$ cat src/rtl/ifu_pkg.sv
// Shared types and constants for the instruction fetch unit.
// Holds the fetch FSM encoding, the instruction width, the PC step and the default boot address.
package ifu_pkg;

  localparam int          XLEN_DEFAULT     = 32;
  localparam int          INST_W           = 32;
  localparam int          PC_STEP          = 4;
  localparam logic [31:0] RESET_PC_DEFAULT = 32'h0000_0000;

  typedef enum logic [2:0] {
    BOOT  = 3'd0,
    FETCH = 3'd1,
    HOLD  = 3'd2,
    DRAIN = 3'd3,
    HALT  = 3'd4
  } fetch_state_e;

  function automatic logic is_aligned(input logic [1:0] lsb);
    return lsb == 2'b00;
  endfunction

endpackage

$ cat src/rtl/ifu_pc_reg.sv
// Program counter register with an async reset to the boot address.
// A redirect load takes priority over the sequential +4 increment.
module ifu_pc_reg
  import ifu_pkg::*;
#(
  parameter int              XLEN     = XLEN_DEFAULT,
  parameter logic [XLEN-1:0] RESET_PC = '0
) (
  input  logic            clock,
  input  logic            reset,
  input  logic            load,
  input  logic            inc,
  input  logic [XLEN-1:0] load_pc,
  output logic [XLEN-1:0] pc,
  output logic [XLEN-1:0] pc_next
);

  always_comb begin
    pc_next = pc;
    if (load) begin
      pc_next = load_pc;
    end else if (inc) begin
      pc_next = pc + XLEN'(PC_STEP);
    end
  end

  always_ff @(posedge clock or posedge reset) begin
    if (reset) begin
      pc <= RESET_PC;
    end else begin
      pc <= pc_next;
    end
  end

endmodule

$ cat src/rtl/ifu_fetch_ctrl.sv
// Fetch sequencer: owns the PC, keeps one instruction memory request outstanding,
// hands fetched words to decode and applies redirects from execute.
module ifu_fetch_ctrl
  import ifu_pkg::*;
#(
  parameter int              XLEN     = XLEN_DEFAULT,
  parameter logic [XLEN-1:0] RESET_PC = XLEN'(RESET_PC_DEFAULT)
) (
  input  logic              clock,
  input  logic              reset,
  input  logic              redirect_valid,
  input  logic [XLEN-1:0]   redirect_pc,
  output logic              imem_req,
  output logic [XLEN-1:0]   imem_addr,
  input  logic              imem_ack,
  input  logic [INST_W-1:0] imem_rdata,
  output logic              inst_valid,
  input  logic              inst_ready,
  output logic [INST_W-1:0] Instruction_Code,
  output logic [XLEN-1:0]   inst_pc,
  output logic              fault,
  output logic [31:0]       fetch_count,
  output fetch_state_e      state_dbg
);

  // Decode handshake: a word moves when inst_valid & inst_ready on a rising edge;
  // while inst_valid is high and inst_ready low, Instruction_Code/inst_pc do not change.

  fetch_state_e    state, state_d;
  logic            redirect_ok, redirect_bad, transfer;
  logic            pc_load, pc_inc, capture;
  logic [XLEN-1:0] pc, pc_next;

  assign transfer     = inst_valid & inst_ready;
  assign redirect_ok  = redirect_valid & is_aligned(redirect_pc[1:0]);
  assign redirect_bad = redirect_valid & ~is_aligned(redirect_pc[1:0]);
  assign state_dbg    = state;

  ifu_pc_reg #(
    .XLEN     (XLEN),
    .RESET_PC (RESET_PC)
  ) u_pc_reg (
    .clock   (clock),
    .reset   (reset),
    .load    (pc_load),
    .inc     (pc_inc),
    .load_pc (redirect_pc),
    .pc      (pc),
    .pc_next (pc_next)
  );

  always_comb begin
    state_d = state;
    pc_load = 1'b0;
    pc_inc  = 1'b0;
    capture = 1'b0;
    case (state)
      BOOT: begin
        state_d = redirect_bad ? HALT : FETCH;
        pc_load = redirect_ok;
      end
      FETCH: begin
        if (redirect_bad) begin
          state_d = HALT;
        end else if (redirect_ok) begin
          // An unacked request must still complete before the new target is fetched.
          pc_load = 1'b1;
          state_d = imem_ack ? FETCH : DRAIN;
        end else if (imem_ack) begin
          pc_inc  = 1'b1;
          capture = 1'b1;
          state_d = HOLD;
        end
      end
      HOLD: begin
        if (redirect_bad) begin
          state_d = HALT;
        end else if (redirect_ok) begin
          pc_load = 1'b1;
          state_d = FETCH;
        end else if (transfer) begin
          state_d = FETCH;
        end
      end
      DRAIN: begin
        if (redirect_bad) begin
          state_d = HALT;
        end else begin
          pc_load = redirect_ok;
          if (imem_ack) state_d = FETCH;
        end
      end
      HALT:    state_d = HALT;
      default: state_d = BOOT;
    endcase
  end

  always_ff @(posedge clock or posedge reset) begin
    if (reset) begin
      state            <= BOOT;
      imem_req         <= 1'b0;
      imem_addr        <= RESET_PC;
      inst_valid       <= 1'b0;
      Instruction_Code <= '0;
      inst_pc          <= '0;
      fault            <= 1'b0;
      fetch_count      <= '0;
    end else begin
      state      <= state_d;
      imem_req   <= (state_d == FETCH) || (state_d == DRAIN);
      inst_valid <= (state_d == HOLD);
      // DRAIN keeps presenting the old address until its ack arrives.
      if (state_d == FETCH) imem_addr <= pc_next;
      if (capture) begin
        Instruction_Code <= imem_rdata;
        inst_pc          <= pc;
      end
      if (state_d == HALT) fault <= 1'b1;
      if (transfer) fetch_count <= fetch_count + 32'd1;
    end
  end

endmodule

$ cat config.mk
export PLATFORM = sky130hd
export DESIGN_NAME = ifu_fetch_ctrl
export DESIGN_NICKNAME = d
export VERILOG_FILES = /design/src/rtl/ifu_pkg.sv /design/src/rtl/ifu_pc_reg.sv /design/src/rtl/ifu_fetch_ctrl.sv
export SDC_FILE = /design/constraint.sdc
export NUM_CORES = 1
export LEC_CHECK = 0
export ABC_AREA = 0
export BUFFER_PORTS_ARGS = -buffer_cell sky130_fd_sc_hd__buf_4
export CAP_MARGIN = 10
export CORE_MARGIN = 4
export CORE_UTILIZATION = 49
export CTS_BUF_LIST = sky130_fd_sc_hd__clkbuf_16
export DETAILED_ROUTE_END_ITERATION = 8
export GPL_ROUTABILITY_DRIVEN = 0
export GPL_TIMING_DRIVEN = 0
export PLACE_DENSITY = 0.84
export SYNTH_ARGS = -nofsm -noshare
export SYNTH_HDL_FRONTEND = slang
export SYNTH_SLANG_ARGS = --single-unit
export TNS_END_PERCENT = 1
$ cat constraint.sdc
create_clock -name clock -period 9.35 [get_ports clock]
set_input_delay 2.805 -clock clock [delete_from_list [all_inputs] [get_ports clock]]
set_output_delay 2.805 -clock clock [all_outputs]
set_load 0.005 [all_outputs]
==> flow_metrics.env <==
export IMPL_die_h_um=129
export IMPL_clkTransAtPathRegs_ns=0.06
export IMPL_rsz0062_at_grt="false"
export IMPL_synth_cells=617
export IMPL_fmax_ghz=0.196
export IMPL_cts_max_path_buffers=2
export IMPL_utilization_pct=65.9
export IMPL_first_global_vias=5486
export IMPL_wl_per_cell_um=17.6
export IMPL_synthFlopType="dfrtp_1"
export IMPL_nets=911
export IMPL_final_layout_size_suffix_gt1_share_pct=38.5
export IMPL_num_vias=5739
export IMPL_period_needed_ns=5.11
export IMPL_leakage_nw=4.38
export IMPL_async_reset_ff_share_pct=100
export IMPL_worst_ir_drop_vdd_mv=0.162
export IMPL_synth_seq_cells=166
export IMPL_grt_start_max_net_pins=93
export IMPL_startpoint_type="input port"
export IMPL_antenna_found_initial=0
export IMPL_cts_tree="done"
export IMPL_path_max_fanout=10
export IMPL_drc=0
export IMPL_skew_ns=0.00641
export IMPL_cp_data_arrival_time_ns=5.41
export IMPL_dieArea_um2=16700
export IMPL_clock_sinks=166
export IMPL_hold_viol=0
export IMPL_fp_coreArea_um2=14500
export IMPL_slowest_stage="buf_1"
export IMPL_grt_pass1_wl_mm=28.3
export IMPL_numCtsBuffers=17
export IMPL_synth_top_area_share_pct=57.7
export IMPL_ctsHtreeMaxLevel=4
export IMPL_crit_buf_inv=5
export IMPL_clk_insertion_delay_late_ns=0.42
export IMPL_drt_total_wl_mm=18.3
export IMPL_antenna_cells=0
export IMPL_setup_tns_final_ns=0
export IMPL_rows=44
export IMPL_syn_area_um2=7200
export IMPL_path_class="input port to register"
export IMPL_slowest_delay_ns=0.58
export IMPL_outcome="finished clean"
export IMPL_rrSetupSlack_ns=6.24
export IMPL_path_common_cell="buf_1"
export IMPL_first_iter_violations=398
export IMPL_syn_mean_instance_area_um2=11.7
export IMPL_cp_top_family="buffers and inverters"
export IMPL_drt_pass1_iterations=5
export IMPL_cts_resized=0
export IMPL_finalCritPeriodShare_pct=54.6
export IMPL_ys_top_cells_by_count="166 x dfrtp_1, 81 x mux2_2, 56 x nand2_1"
export IMPL_yosys_warnings=0
export IMPL_crit_chain="buf_4 -> nand3b_1 -> buf_2 -> or2_2 -> clkbuf_1 -> buf_1 -> buf_1 -> mux2_2"
export IMPL_post_drt_via_cell_ratio=5.53
export IMPL_cts_hold_buf=0
export IMPL_tightest_slew_ns=1.08
export IMPL_pin_count=203
export IMPL_endpoint_kind="register"
export IMPL_setup_slack_ns=4.24
export IMPL_dp_slack_ns=3.78
export IMPL_grt_usage_pct=21.7
export IMPL_max_slew_margin_pct=27.1
export IMPL_min_delay_path_class="register to register"
export IMPL_synth_most_common_cell="dfrtp_1"
export IMPL_syn_num_nets=688
export IMPL_io_buffers=202
export IMPL_yosys_area_top_type="dfrtp_1"
export IMPL_synthTopCellsByArea="dfrtp_1 58%, mux2_2 13%, xnor2_1 4.4%"
export IMPL_cts_root_buf="clkbuf_16"
export IMPL_hpwl_mm=13.5
export IMPL_power_density_nw_per_um2=297
export IMPL_yosysSeqAreaShare_pct=57.7
export IMPL_setup_viol=0
export IMPL_initial_core_util_pct=49.7
export IMPL_die_w_um=129
export IMPL_synth_edf_count=0
export IMPL_cap_violations=0
export IMPL_grt_overflow_total=0
export IMPL_synth_cell_types=52
export IMPL_cts_setup_buffers=0
export IMPL_area_growth_pct=32.7
export IMPL_slew_violations=0
export IMPL_ant_nets=0
export IMPL_required_ns=9.65
==> metrics by stage <==
step	hold slack (ns)	instances	cell area (um^2)	power (mW)
2_1_floorplan	0.465	617	7200	1.64
3_3_place_gp	0.459	1003	8940	2.13
3_5_place_dp	0.462	1004	8980	2.16
4_1_cts	0.476	1036	9540	2.85
5_1_grt	0.498	1037	9550	2.99
6_report	0.472	1037	9550	2.83
==> kinds of logic after synthesis <==
family,Yosys count,synth area share (%)
adder cells (fa/ha/maj),2,0.348
buffers and inverters,41,2.33
AO/OA/AOI/OAI,62,5.63
flip-flops,166,57.7
multiplexers,82,12.8
XOR/XNOR,48,5.84
AND/OR/NAND/NOR,216,15.3
==> layout by cell type (no fill, tap or decap), types with 6 or more instances in the layout <==
master	instances
o31ai_1	6
xnor2_1	36
o211ai_1	6
mux2_2	81
nor2_1	44
or4_1	6
and3_1	7
nand4_1	18
nor3_1	15
nand3_1	29
xor2_1	12
buf_4	202
a21oi_1	11
clkbuf_16	17
nand2_1	56
clkbuf_1	21
inv_1	10
nor4_1	10
dfrtp_1	166
o21ai_0	15
a31oi_1	9
==> report_power, final <==
part           internal [mW]  switching [mW]  total (mW)
sequential             0.990           0.214        1.20
combinational          0.546           0.411       0.957
clock                  0.389           0.281       0.670
==> path summary, 6_finish.rpt <==
| path | start | end | depth (start not counted) |
|---|---|---|---|
| max | imem_ack | inst_pc[16] | 8 |
| min | fault | fault | 1 |
| max reg2reg | state_dbg[1] | inst_pc[16] | 7 |
| min reg2reg | fault | fault | 1 |
| max in group asynchronous | reset | imem_addr[3] | 3 |
| min in group asynchronous | reset | Instruction_Code[28] | 2 |
==> registers in the layout (all words and copies together), names as in the netlist <==
name              count
Instruction_Code     32
fault                 1
fetch_count          32
imem_addr            32
imem_req              1
inst_pc              32
inst_valid            1
state_dbg             3
u_pc_reg.pc          32
==> final cells by class <==
cell class	instances	area [um^2]
fill	1119	4930
sequential	166	4150
multi-input combinational	410	2870
timing repair buffer	204	1550
clock buffer	17	425
tap	184	230
clock inverter	15	139
buffer	31	130
inverter	10	45.0
==> layer usage <==
metal	wire, um	up-vias	track usage, %
met5	0	-	0
met4	403	0	8.77
met2	8980	244	35.6
met3	1360	42	5.15
li1	-	2655	-
met1	7560	2798	27.8
Note: power is estimated with default switching activity, not from simulation.
